===== src/rtl/fft_iter_core.sv =====
// Iterative in-place radix-2 DIT FFT core with an external twiddle ROM.
// Latency: N load beats, 2*N*N_LOG2 compute cycles, N unload beats.
// Backpressure: in_valid_i gaps stall LOAD; out_ready_i low holds UNLOAD data stable.
//
// Ports:
//   clk, rst (sync, active-low)  - clock and reset
//   start_i, inverse_i, scale_i  - start a transform; mode bits latched on accepted start
//   in_valid_i/in_ready_o/in_R_i/in_I_i        - natural-order input samples
//   out_valid_o/out_ready_i/out_R_o/out_I_o/out_last_o - natural-order results
//   tw_addr_o/tw_R_i/tw_I_i      - twiddle ROM exp(-j2*pi*k/N), 1-cycle read latency
//   busy_o, done_o, ovf_o        - not idle, completion pulse, sticky saturation flag
module fft_iter_core #(
  parameter int N_LOG2 = 3,
  parameter int DW     = 16,
  parameter int FRAC   = 8
) (
  input  logic              clk,
  input  logic              rst,
  input  logic              start_i,
  input  logic              inverse_i,
  input  logic              scale_i,
  input  logic              in_valid_i,
  output logic              in_ready_o,
  input  logic [DW-1:0]     in_R_i,
  input  logic [DW-1:0]     in_I_i,
  output logic              out_valid_o,
  input  logic              out_ready_i,
  output logic [DW-1:0]     out_R_o,
  output logic [DW-1:0]     out_I_o,
  output logic              out_last_o,
  output logic [N_LOG2-2:0] tw_addr_o,
  input  logic [DW-1:0]     tw_R_i,
  input  logic [DW-1:0]     tw_I_i,
  output logic              busy_o,
  output logic              done_o,
  output logic              ovf_o
);

  localparam int N  = 1 << N_LOG2;
  localparam int SW = $clog2(N_LOG2);

  typedef enum logic [1:0] {S_IDLE, S_LOAD, S_COMPUTE, S_UNLOAD} state_t;

  state_t state, state_nxt;

  logic [N_LOG2-1:0] cnt;
  logic [1:0]        phase;
  logic [N_LOG2-2:0] bfly;
  logic [SW-1:0]     stage;
  logic              inv_q, scl_q;

  logic [DW-1:0] mem_r [N];
  logic [DW-1:0] mem_i [N];

  logic signed [DW-1:0] a_r, a_i, b_r, b_i;
  logic signed [DW:0]   bw_r, bw_i;

  function automatic logic [N_LOG2-1:0] bitrev(input logic [N_LOG2-1:0] v);
    logic [N_LOG2-1:0] r;
    for (int i = 0; i < N_LOG2; i++) r[i] = v[N_LOG2-1-i];
    return r;
  endfunction

  // Scale halves the DW+1 sum; otherwise clamp to the DW-bit range.
  function automatic logic [DW-1:0] fit(input logic [DW:0] v, input logic scl);
    logic [DW-1:0] r;
    if (scl)                    r = v[DW:1];
    else if (v[DW] != v[DW-1])  r = v[DW] ? {1'b1, {(DW-1){1'b0}}} : {1'b0, {(DW-1){1'b1}}};
    else                        r = v[DW-1:0];
    return r;
  endfunction

  // ---------------------------------------------------------------- control
  logic cnt_last, bfly_last, stage_last, compute_end, ld_fire, ul_fire;

  assign cnt_last    = (cnt == N_LOG2'(N - 1));
  assign bfly_last   = (bfly == '1);
  assign stage_last  = (stage == SW'(N_LOG2 - 1));
  assign compute_end = (phase == 2'd3) && bfly_last && stage_last;
  assign ld_fire     = (state == S_LOAD) && in_valid_i;
  assign ul_fire     = (state == S_UNLOAD) && out_ready_i;

  always_ff @(posedge clk) begin
    if (!rst) state <= S_IDLE;
    else      state <= state_nxt;
  end

  always_comb begin
    state_nxt   = state;
    in_ready_o  = 1'b0;
    out_valid_o = 1'b0;
    busy_o      = 1'b1;
    unique case (state)
      S_IDLE: begin
        busy_o = 1'b0;
        if (start_i) state_nxt = S_LOAD;
      end
      S_LOAD: begin
        in_ready_o = 1'b1;
        if (in_valid_i && cnt_last) state_nxt = S_COMPUTE;
      end
      S_COMPUTE: begin
        if (compute_end) state_nxt = S_UNLOAD;
      end
      S_UNLOAD: begin
        out_valid_o = 1'b1;
        if (out_ready_i && cnt_last) state_nxt = S_IDLE;
      end
      default: state_nxt = S_IDLE;
    endcase
  end

  // ------------------------------------------------------- butterfly address
  // Butterfly b of stage s: insert a 0 at bit s of b to get the top leg, the
  // bottom leg sets that bit. Position within the group is b's low s bits.
  logic [N_LOG2-1:0] one_hot, low_mask, bf_ext, a_addr, b_addr;
  logic [N_LOG2-2:0] k_idx, tw_idx;
  logic [SW-1:0]     tw_sh;

  assign one_hot  = N_LOG2'(1) << stage;
  assign low_mask = one_hot - N_LOG2'(1);
  assign bf_ext   = {1'b0, bfly};
  assign a_addr   = (bf_ext & low_mask) | ((bf_ext & ~low_mask) << 1);
  assign b_addr   = a_addr | one_hot;
  assign k_idx    = bfly & low_mask[N_LOG2-2:0];
  assign tw_sh    = SW'(N_LOG2 - 1) - stage;
  assign tw_idx   = k_idx << tw_sh;

  // ---------------------------------------------------------------- datapath
  logic signed [DW-1:0]   w_r, w_i;
  logic signed [2*DW-1:0] br_x, bi_x, wr_x, wi_x;
  logic signed [2*DW-1:0] pr_full, pi_full;
  logic signed [DW:0]     ax_r, ax_i, sp_r, sp_i, sm_r, sm_i;
  logic                   clip_any;
  logic                   unused_hi;

  assign w_r  = $signed(tw_R_i);
  assign w_i  = inv_q ? -$signed(tw_I_i) : $signed(tw_I_i);
  assign br_x = (2*DW)'(b_r);
  assign bi_x = (2*DW)'(b_i);
  assign wr_x = (2*DW)'(w_r);
  assign wi_x = (2*DW)'(w_i);

  // Full-width complex product, truncated back to the sample's Q format.
  assign pr_full = (br_x * wr_x - bi_x * wi_x) >>> FRAC;
  assign pi_full = (br_x * wi_x + bi_x * wr_x) >>> FRAC;
  // With |W| <= 1 the product of a DW-bit sample fits in DW+1 bits.
  assign unused_hi = ^{pr_full[2*DW-1:DW+1], pi_full[2*DW-1:DW+1]};

  assign ax_r = (DW+1)'(a_r);
  assign ax_i = (DW+1)'(a_i);
  assign sp_r = ax_r + bw_r;
  assign sp_i = ax_i + bw_i;
  assign sm_r = ax_r - bw_r;
  assign sm_i = ax_i - bw_i;

  assign clip_any = ~scl_q & ((sp_r[DW] ^ sp_r[DW-1]) | (sp_i[DW] ^ sp_i[DW-1]) |
                              (sm_r[DW] ^ sm_r[DW-1]) | (sm_i[DW] ^ sm_i[DW-1]));

  // Phase 0 reads both legs and issues the twiddle address, phase 1 waits on
  // the ROM, phase 2 registers the product, phase 3 writes back in place.
  always_ff @(posedge clk) begin
    if (state == S_COMPUTE) begin
      if (phase == 2'd0) begin
        a_r <= mem_r[a_addr];
        a_i <= mem_i[a_addr];
        b_r <= mem_r[b_addr];
        b_i <= mem_i[b_addr];
      end
      if (phase == 2'd2) begin
        bw_r <= pr_full[DW:0];
        bw_i <= pi_full[DW:0];
      end
    end
  end

  always_ff @(posedge clk) begin
    if (ld_fire) begin
      mem_r[bitrev(cnt)] <= in_R_i;
      mem_i[bitrev(cnt)] <= in_I_i;
    end else if (state == S_COMPUTE && phase == 2'd3) begin
      mem_r[a_addr] <= fit(sp_r, scl_q);
      mem_i[a_addr] <= fit(sp_i, scl_q);
      mem_r[b_addr] <= fit(sm_r, scl_q);
      mem_i[b_addr] <= fit(sm_i, scl_q);
    end
  end

  always_ff @(posedge clk) begin
    if (!rst) begin
      cnt       <= '0;
      phase     <= '0;
      bfly      <= '0;
      stage     <= '0;
      inv_q     <= 1'b0;
      scl_q     <= 1'b0;
      ovf_o     <= 1'b0;
      done_o    <= 1'b0;
      tw_addr_o <= '0;
    end else begin
      done_o <= 1'b0;
      unique case (state)
        S_IDLE: begin
          if (start_i) begin
            inv_q <= inverse_i;
            scl_q <= scale_i;
            ovf_o <= 1'b0;
            cnt   <= '0;
            phase <= '0;
            bfly  <= '0;
            stage <= '0;
          end
        end
        S_LOAD: begin
          // Wraps back to 0 after the last sample, ready for UNLOAD.
          if (ld_fire) cnt <= cnt + N_LOG2'(1);
        end
        S_COMPUTE: begin
          phase <= phase + 2'd1;
          if (phase == 2'd0) tw_addr_o <= tw_idx;
          if (phase == 2'd3) begin
            if (clip_any) ovf_o <= 1'b1;
            if (bfly_last) begin
              bfly  <= '0;
              stage <= stage_last ? '0 : stage + SW'(1);
            end else begin
              bfly <= bfly + (N_LOG2-1)'(1);
            end
          end
        end
        S_UNLOAD: begin
          if (ul_fire) begin
            cnt <= cnt + N_LOG2'(1);
            if (cnt_last) done_o <= 1'b1;
          end
        end
        default: ;
      endcase
    end
  end

  // ------------------------------------------------------------------ output
  assign out_last_o = (state == S_UNLOAD) && cnt_last;
  assign out_R_o    = (state == S_UNLOAD) ? mem_r[cnt] : '0;
  assign out_I_o    = (state == S_UNLOAD) ? mem_i[cnt] : '0;

endmodule

===== config.mk =====
export PLATFORM = sky130hd
export DESIGN_NAME = fft_iter_core
export DESIGN_NICKNAME = d
export VERILOG_FILES = /design/src/rtl/fft_iter_core.sv
export SDC_FILE = /design/constraint.sdc
export NUM_CORES = 2
export LEC_CHECK = 0
export ABC_AREA = 0
export CORE_AREA = 2 2 406 408
export CTS_CLUSTER_DIAMETER = 150
export DETAILED_ROUTE_END_ITERATION = 16
export DIE_AREA = 0 0 408 410
export GPL_ROUTABILITY_DRIVEN = 1
export PLACE_DENSITY_LB_ADDON = 0.2
export SLEW_MARGIN = 10
export SYNTH_ARGS = -nofsm -noshare
export SYNTH_HDL_FRONTEND = slang
export SYNTH_SLANG_ARGS = --single-unit

===== constraint.sdc =====
create_clock -name clk -period 9.07 [get_ports clk]
set_input_delay 0.907 -clock clk [delete_from_list [all_inputs] [get_ports clk]]
set_output_delay 0.907 -clock clk [all_outputs]
set_load 0.005 [all_outputs]

==> metrics.csv <==
stage,metric,value,unit
floorplan,dieArea,167300,µm²
worst_setup_path,slowest_stage,fa_1,
floorplan,num_io_pins,111,
worst_setup_path,critPathLaunchType,input pin,
yosys,ys.flop_type,edfxtp_1,
drt,drtPass1Iterations,6,
global_routing,grt_overflow,0,
global_routing,grt_start_max_net_pins,89,
yosys,netlist.area_leader.share,0.3097,
yosys,yosysUniqueCellTypes,85,
sta,fin_worst_hold_slack,474.1,ps
worst_setup_path,cpMostUsedCell,fa_1,
cts,cts_buffers,49,
sta,period_needed,8705,ps
finish,fin_util,0.3910,
finish,nNetsFinal,7460,
finish,multi_input_comb_area,40710,µm²
finish,syn2layout_area_growth,12.50,%
drt,drt_wl_total,190.8,mm
floorplan,die_h,410,µm
drt,drtIter0Drc,3692,
drt,wl_met3,13.00,mm
sta,setup_ws,364.7,ps
yosys,async_flop_share,0,
global_routing,grt.total_usage,0.2301,
drt,highest_layer,met4,
yosys,synth_area_leader_cell,fa_1,
yosys,postSynthCellCount,6062,
worst_setup_path,cp_data_required_time,9410,ps
worst_setup_path,r2r_slack,790,ps
cts,cts_sinks,374,
floorplan,fp.dieW,408,µm
outcome,status,completed,
cts,clockBufferDepth,3,
min_path,hold_depth,2,
drt,drc,0,
yosys,yosys-top-cells-area,"fa_1 31%, edfxtp_1 19%, ha_1 7.5%",
drt,detail-route-antenna-nets,0,
global_routing,grt_pass1_wl,290.9,mm
floorplan,core_area,163500,µm²
yosys,synthesis.nets,7354,
min_path,hold_end,tw_addr_o[1],
drt,wl_met1,81.46,mm
finish,fillers,16370,
cts,clkSlewWorstSetupHoldPaths,60,ps
yosys,netlist_area,56830,µm²
drt,vias_per_cell,5.159,
placement,place_ws,-667.6,ps
finish,finalInstanceArea,63930,µm²
yosys,synth-seq-cells,374,
yosys,avgSynthCellArea,9.374,µm²
floorplan,rows,149,
min_path,hold_path.class,register to register,
placement,dpl.hpwl,144.3,mm
global_routing,grt_pass1_vias,45930,
yosys,yosysWarnings,0,
worst_setup_path,path_delay_family,adder cells,
placement,place_area,62140,µm²
sta,fmax,114.9,MHz
worst_setup_path,max_stage_delay,570,ps
sta,fin_crit_sh,0.9598,
drt,wl_met2,90.68,mm
global_routing,antenna_found_initial,9,
cts,cts-root-buf,clkbuf_16,
flow_run,maxCapViolCount,0,
sta,finalSetupViolCount,0,
cts,htree_levels,2,
finish,regArea,11040,µm²
sta,rsz0062_at_grt,false,
min_path,worstHoldStart,tw_addr_o[1],
worst_setup_path,r2r-end,bw_r[16],
yosys,synth-edff-count,354,
drt,routedWlPerCell,22.73,µm
placement,gp_congestion,0.8630,
sta,finalHoldViolCount,0,
sta,final-max-slew-violation-count,0,
worst_setup_path,criticalPathCategory,input pin to register,
sta,skew,62.04,ps
worst_setup_path,cp_num_buf_inv,8,
cts,cts_tree,yes,
worst_setup_path,reg2regPathDepth,29,
cts,clk_latency,650,ps
worst_setup_path,arrival,9050,ps
yosys,seq_area_frac_synth,0.1941,
finish,final_layout_size_suffix_gt1_frac,0.09605,
worst_setup_path,end_kind,register,
drt,via_count,43310,
placement,io_buffers,110,
worst_setup_path,worstReg2RegStart,inv_q,
floorplan,start_util,0.3476,
sta,tightest_slew,1170,ps
sta,relSlewSlack,0.2202,
worst_setup_path,crit_path_max_fanout,10,
[cell families (layout without fill, tap and decap cells)]
family | count (synthesis) | in the layout | share of synthesized area
flops | 374 | 374 | 0.1941
buf+inv | 1464 | 1607 | 0.09679
simple gates | 1906 | 1906 | 0.1515
xor+xnor | 185 | 185 | 0.02865
compound gates | 651 | 651 | 0.06984
fa+ha+maj | 1222 | 1222 | 0.3851
other cells | 0 | 2 | 0
mux | 260 | 260 | 0.07400
[cells in the mapped netlist, drive strengths merged (37+ instances only)]
cell and count:
a21oi 227, and2 377, buf 41, clkbuf 317, edfxtp 354, fa 879, ha 342, inv 1105
mux2i 131, mux4 128, nand2 1039, nand2b 38, nor2 289, o21ai 199, xnor2 148, xor2 37
[repair_timing]
| item | in CTS | in global routing |
|---|---|---|
| pin swaps | 0 | 6 |
| endpoints found under the setup margin | 2 | 12 |
| hold buffers | 0 | 0 |
| setup buffers | 0 | 1 |
| gates resized for setup | 1 | 21 |
[sequential cells by signal (all words and copies together), names as in the netlist, named ones only]
name	count
bw_i	17
stage	2
ovf_o	1
a_r	16
state	2
b_i	16
mem_r	128
tw_addr_o	2
scl_q	1
bw_r	17
bfly	2
phase	2
a_i	16
cnt	3
done_o	1
inv_q	1
mem_i	128
b_r	16
[worst register-to-register path: cells and delay by family, from the launching register on]
kind                       cells  cell delay [ps]
buffers and inverters          8              990
xor gates and xnor gates       2              430
adders and majority gates      9             4090
and+or+nand+nor                4              590
AOI/OAI and AO/OA              6             1370
DFF                            1              590
[worst max path at each step]
stage	depth (start not counted)	from	to
2_1_floorplan	30	tw_I_i[0]	bw_r[16]
3_3_place_gp	31	tw_I_i[0]	bw_i[16]
3_5_place_dp	30	tw_I_i[0]	bw_i[15]
4_1_cts	30	tw_I_i[0]	bw_i[15]
5_1_grt	31	tw_I_i[0]	bw_i[15]
6_report	29	tw_I_i[0]	bw_i[15]
[cells in the final DEF, fill, tap and decap left out, drive strengths merged, types with 9 or more instances in the layout]
master         count
nand3             18
o22ai             31
and2             377
a32oi             10
nor2b             20
o2bb2ai            9
a21oi            227
nand2           1039
a22oi              9
clkdlybuf4s50    110
o21ai            199
nor2             289
o21a              19
or2               15
or3               11
inv             1109
mux4             128
and3              11
xnor2            148
nand2b            38
o31ai             22
mux2i            131
ha               342
buf              303
clkinv            17
xor2              37
or4               34
clkbuf            64
dfxtp             20
a211oi            11
nor3              33
a21o              14
a31oi             28
fa               879
edfxtp           354
o211ai            10
[metrics by stage]
step | setup TNS [ps] | instances
2_1_floorplan | 0 | 6062
3_5_place_dp | -5012 | 8305
3_3_place_gp | -6161 | 8305
4_1_cts | 0 | 8393
5_1_grt | 0 | 8394
6_report | 0 | 8396
[area by class of cell]
| type | count | share of cell area |
|---|---|---|
| Clock buffer | 64 | 0.02122 |
| Clock inverter | 24 | 0.004463 |
| Sequential cell | 374 | 0.1727 |
| Inverter | 1106 | 0.06494 |
| Timing Repair Buffer | 413 | 0.05692 |
| Antenna cell | 2 | 0.00007829 |
| Multi-Input combinational cell | 4224 | 0.6369 |
| Tap cell | 2189 | 0.04284 |
[routing by layer]
| metal | track usage | vias up |
|---|---|---|
| li1 | - | 19260 |
| met1 | 0.3123 | 22190 |
| met2 | 0.3846 | 1560 |
| met3 | 0.03042 | 298 |
| met4 | 0.06456 | 0 |
| met5 | 0 | - |
Power is left out: the tool's default activity adds up to more than one toggle a clock period on the data nets, which glitch-free logic cannot reach.
